### src/rtl/pd_tx_arb.sv
// Three-requester arbiter in front of the PRL transmit request interface.
// Build with PD_TX_ARB_FIXED_PRIO_EN for fixed priority 0 > 1 > 2 instead of round-robin.
`timescale 1ns/1ps
module pd_tx_arb #(
  parameter int TIMEOUT_CYCLES = 2400,
  parameter int TMR_W          = 12    // 2**TMR_W must exceed TIMEOUT_CYCLES
) (
  input  logic          clk,
  input  logic          rst,
  input  logic [2:0]    req,
  input  logic [20:0]   req_type,
  input  logic [8:0]    req_sop_type,
  input  logic [14:0]   req_info,
  input  logic [107:0]  req_ex_info,
  output logic [2:0]    done,
  output logic [1:0]    done_result,
  output logic          busy,
  output logic          pe2pl_tx_en,
  output logic [6:0]    pe2pl_tx_type,
  output logic [2:0]    pe2pl_tx_sop_type,
  output logic [4:0]    pe2pl_tx_info,
  output logic [35:0]   pe2pl_tx_ex_info,
  input  logic          pl2pe_tx_ack,
  input  logic [1:0]    pl2pe_tx_result,
  input  logic          pl2pe_hard_reset_req
);

  typedef enum logic [1:0] {IDLE, SEND, GAP} state_t;

  state_t           state, state_nxt;
  logic [TMR_W-1:0] timer;
  logic [1:0]       grant, win;
  logic             start, finish, timeout;
  logic [1:0]       fin_result;
  logic [6:0]       sel_type;
  logic [2:0]       sel_sop;
  logic [4:0]       sel_info;
  logic [35:0]      sel_ex;

  assign timeout = (timer == TMR_W'(TIMEOUT_CYCLES - 1));

`ifdef PD_TX_ARB_FIXED_PRIO_EN
  always_comb begin
    if (req[0])      win = 2'd0;
    else if (req[1]) win = 2'd1;
    else             win = 2'd2;
  end
`else
  function automatic logic [1:0] inc3(input logic [1:0] v);
    return (v == 2'd2) ? 2'd0 : v + 2'd1;
  endfunction

  logic [1:0] ptr, cand1, cand2;
  logic       adv_ptr;

  assign cand1 = inc3(ptr);
  assign cand2 = inc3(cand1);

  always_comb begin
    if (req[ptr])        win = ptr;
    else if (req[cand1]) win = cand1;
    else                 win = cand2;
  end

  // A hard-reset abort leaves the pointer alone so the aborted requester keeps its turn.
  assign adv_ptr = (state == SEND) && !pl2pe_hard_reset_req && (pl2pe_tx_ack || timeout);

  always_ff @(posedge clk) begin
    if (rst)          ptr <= 2'd0;
    else if (adv_ptr) ptr <= inc3(grant);
  end
`endif

  always_comb begin
    case (win)
      2'd1: begin
        sel_type = req_type[13:7];     sel_sop = req_sop_type[5:3];
        sel_info = req_info[9:5];      sel_ex  = req_ex_info[71:36];
      end
      2'd2: begin
        sel_type = req_type[20:14];    sel_sop = req_sop_type[8:6];
        sel_info = req_info[14:10];    sel_ex  = req_ex_info[107:72];
      end
      default: begin
        sel_type = req_type[6:0];      sel_sop = req_sop_type[2:0];
        sel_info = req_info[4:0];      sel_ex  = req_ex_info[35:0];
      end
    endcase
  end

  // NOTE: every signal driven here gets a default first so no latch is inferred.
  always_comb begin
    state_nxt  = state;
    start      = 1'b0;
    finish     = 1'b0;
    fin_result = 2'b11;
    case (state)
      IDLE: begin
        if (!pl2pe_hard_reset_req && |req) begin
          start     = 1'b1;
          state_nxt = SEND;
        end
      end
      SEND: begin
        if (pl2pe_hard_reset_req || pl2pe_tx_ack || timeout) begin
          finish     = 1'b1;
          state_nxt  = GAP;
          // Hard reset wins; an ack beats a simultaneous timeout.
          fin_result = (!pl2pe_hard_reset_req && pl2pe_tx_ack) ? pl2pe_tx_result : 2'b11;
        end
      end
      GAP:     state_nxt = IDLE;
      default: state_nxt = IDLE;
    endcase
  end

  // NOTE: sequential state uses non-blocking assignments so all registers update together.
  always_ff @(posedge clk) begin
    if (rst) state <= IDLE;
    else     state <= state_nxt;
  end

  always_ff @(posedge clk) begin
    if (rst) begin
      grant             <= 2'd0;
      timer             <= '0;
      done              <= 3'b000;
      done_result       <= 2'b00;
      busy              <= 1'b0;
      pe2pl_tx_en       <= 1'b0;
      pe2pl_tx_type     <= '0;
      pe2pl_tx_sop_type <= '0;
      pe2pl_tx_info     <= '0;
      pe2pl_tx_ex_info  <= '0;
    end else begin
      done <= 3'b000;
      if (start) begin
        grant             <= win;
        timer             <= '0;
        busy              <= 1'b1;
        pe2pl_tx_en       <= 1'b1;
        pe2pl_tx_type     <= sel_type;
        pe2pl_tx_sop_type <= sel_sop;
        pe2pl_tx_info     <= sel_info;
        pe2pl_tx_ex_info  <= sel_ex;
      end else if (finish) begin
        busy        <= 1'b0;
        pe2pl_tx_en <= 1'b0;
        done        <= 3'b001 << grant;
        done_result <= fin_result;
      end else if (state == SEND && timer != '1) begin
        timer <= timer + 1'b1;
      end
    end
  end

endmodule

### config.mk
export PLATFORM = sky130hd
export DESIGN_NAME = pd_tx_arb
export DESIGN_NICKNAME = d
export VERILOG_FILES = /design/src/rtl/pd_tx_arb.sv
export SDC_FILE = /design/constraint.sdc
export NUM_CORES = 1
export LEC_CHECK = 0
export ABC_AREA = 1
export CAP_MARGIN = 30
export CORE_ASPECT_RATIO = 1.5
export CORE_UTILIZATION = 39
export CTS_CLUSTER_SIZE = 12
export DETAILED_ROUTE_END_ITERATION = 10
export PLACE_DENSITY = 0.92
export SYNTH_ARGS = -nofsm -noshare
export SYNTH_HDL_FRONTEND = slang
export SYNTH_SLANG_ARGS = --single-unit
### constraint.sdc
create_clock -name clk -period 2.4 [get_ports clk]
set_input_delay 0.24 -clock clk [delete_from_list [all_inputs] [get_ports clk]]
set_output_delay 0.24 -clock clk [all_outputs]
set_load 0.02 [all_outputs]
==> impl_metrics.tcl <==
set metrics [dict create \
    drv_slew 0 \
    worstHoldPathType "flip-flop to flip-flop" \
    required_ns 2.62 \
    cellLeakagePower_nw 2.45 \
    drive_gt1_share_pct 6.73 \
    ant_nets 0 \
    synth.ff_latch_count 75 \
    maxCapViolCount 0 \
    rsz0062_at_grt "false" \
    synth.most_common_cell "nand2_1" \
    drt_wl_total_um 13300 \
    vdd_drop_max_mv 0.512 \
    status "finished clean" \
    fin_nets 963 \
    grt_pass1_vias 4786 \
    synthesis.area_um2 3910 \
    synth_top_area_cell "dfxtp_1" \
    avgSynthCellArea_um2 6.64 \
    num_vias 4742 \
    clkSinkCount 75 \
    yosys.area.top_type_share_pct 38.4 \
    gr-total-overflow 0 \
    dieHeight_um 125 \
    start_kind "flip-flop" \
    clk_path_buf_depth 2 \
    crit_top_cell "nand2_1" \
    top_layer "met4" \
    fin_crit_sh_pct 89.6 \
    rows 44 \
    place.gp.congestion 0.865 \
    antenna_found_initial 0 \
    place_hpwl_um 10000 \
    clock.fmax_mhz 465 \
    syn_inst 589 \
    seq_area_frac_synth_pct 38.4 \
    cpPeakStageDelay_ns 0.38 \
    finalClockSkew_ns 0.00529 \
    drc 0 \
    setup_tns_ns 0 \
    wl_met2_um 7050 \
    cpLargestDelayFamily "buffers and inverters" \
    crit_path_end_kind "flip-flop" \
    cts-root-buf "clkbuf_16" \
    async_reset_ff_share_pct 0 \
    critPathMaxFanout 43 \
    cts_hold_buf 0 \
    core_um2 9690 \
    boundaryPins 220 \
    placed_area_um2 6310 \
    grt_pass1_wl_um 21800 \
    insertion_delay_ns 0.33 \
    fin_crit_ns 2.15 \
    setup_ws_ns 0.250 \
    final-hold-violation-count 0 \
    numPortBuffers 219 \
    worst_pin_slew_ns 0.400 \
    setup_violations 0 \
    wl_met3_um 984 \
    vias_per_cell 5.17 \
    path_cells "inv_1 -> nand2_1 -> nand2_1 -> nand2_1 -> nand2_1 -> o21ai_0 -> inv_1 -> ha_2 -> inv_2 -> buf_12 -> buf_12 -> nand3_1 -> o21ai_0 -> o21ai_0" \
    final_cell_area_um2 6570 \
    n_antenna_cell 0 \
    drt_iter0_drc 165 \
    crit_type "flip-flop to flip-flop" \
    die_w_um 83.8 \
    area_growth_pct 68.0 \
    grt_max_degree 52 \
    relSlewSlack_pct 73.3 \
    powerDensity_nw_per_um2 584 \
    wl_met1_um 4680 \
    grt_usage_pct 26.2 \
    numCtsBuffers 9 \
    critical_path_arrival_ns 2.37 \
    cts.clk_slew.worst_paths_ns 0.06 \
    start_util_pct 40.4 \
    ys_types 30 \
    die_area_um2 10400 \
    firstDrtPassIters 4 \
    h-tree-depth 3 \
    cp_slowest_cell "dfxtp_2" \
    synth_commonest_cells "nand2_1, o21ai_0, dfxtp_1" \
    synth_nets 754 \
    cts_tree "done" \
    synth_edf_count 0 \
    path_buf_inv 5 \
    wire_per_inst_um 14.5 \
    synth_area_leaders "dfxtp_1, nand2_1, o21ai_0" \
    ys_warn_count 0 \
    synthFlopType "dfxtp_1" \
    pre_cts_ws_ns -0.0801 \
]
[tightest hold or removal path, stage by stage (launching register included)]
cell and delay, ns:
dfxtp_1 0.32, nand2_1 0.05, o21ai_0 0.05
[flip-flops by register name (all words and copies together), names as in the netlist]
signal and cells:
pe2pl_tx_ex_info 36, timer 12, pe2pl_tx_type 7, pe2pl_tx_info 5, done 3, pe2pl_tx_sop_type 3, done_result 2, grant 2
ptr 2, state 2, pe2pl_tx_en 1
[logic make-up after synthesis]
kind of cell / count (synthesis) / share of synthesized area [%]
compound gates: 130 / 17.4
xor+xnor: 7 / 1.57
fa+ha+maj: 3 / 0.959
buf+inv: 66 / 7.23
flops: 75 / 38.4
simple gates: 308 / 34.5
[area by class of cell]
class                           count  area [um^2]
Tap cell                          115          144
Clock inverter                      2         12.5
Inverter                           27          101
Multi-Input combinational cell    448         2130
Timing Repair Buffer              237         2430
Sequential cell                    75         1500
Fill cell                         755         3120
Clock buffer                       13          250
[through the flow]
step	std cells	hold slack [ns]	power [W]	util, %
2_1_floorplan	589	0.433	0.00198	-
3_3_place_gp	902	0.436	0.00262	65.1
3_5_place_dp	902	0.446	0.00264	65.1
4_1_cts	917	0.459	0.00386	67.8
5_1_grt	917	0.473	0.00404	67.8
6_report	917	0.455	0.00383	67.8
[per-layer routing]
| layer | vias up | track usage (%) |
|---|---|---|
| met5 | - | 0 |
| li1 | 2356 | - |
| met3 | 43 | 8.88 |
| met2 | 194 | 48.0 |
| met1 | 2149 | 25.1 |
| met4 | 0 | 14.6 |
[cells in the final DEF, fill, tap and decap left out, types with 3 or more instances in the layout]
cell / n
clkdlybuf4s50_1: 219
nand2_1: 203
o21ai_0: 95
dfxtp_1: 74
nand3_1: 67
inv_1: 25
nor2_1: 17
o21ai_1: 13
a21oi_1: 13
buf_4: 10
clkbuf_16: 9
buf_12: 8
nand3_2: 5
nand4_1: 5
a21oi_2: 5
xor2_1: 5
nor2_4: 3
clkbuf_1: 3
[what timing repair did]
item / CTS / global route
setup endpoints to repair: 0 / 11
resized for setup: 0 / 3
buffers inserted: 0 / 0
[path summary, 6_finish.rpt]
kind	startpoint	end	slack (ns)	cells past startpoint
worst min register to register	pe2pl_tx_ex_info[1]	pe2pl_tx_ex_info[1]	0.45	2
worst min-delay path	pe2pl_tx_ex_info[1]	pe2pl_tx_ex_info[1]	0.45	2
worst max-delay path	ptr[0]	pe2pl_tx_ex_info[16]	0.25	14
worst max register to register	ptr[0]	pe2pl_tx_ex_info[16]	0.25	14
[power breakdown]
| part | leakage [nW] | internal (W) | switching, W |
|---|---|---|---|
| clock network | 0.126 | 0.000721 | 0.000494 |
| registers | 0.613 | 0.00135 | 0.0000588 |
| logic | 1.71 | 0.000628 | 0.000581 |
| total | 2.45 | 0.00270 | 0.00113 |
Power figures use the tool's default switching activity.
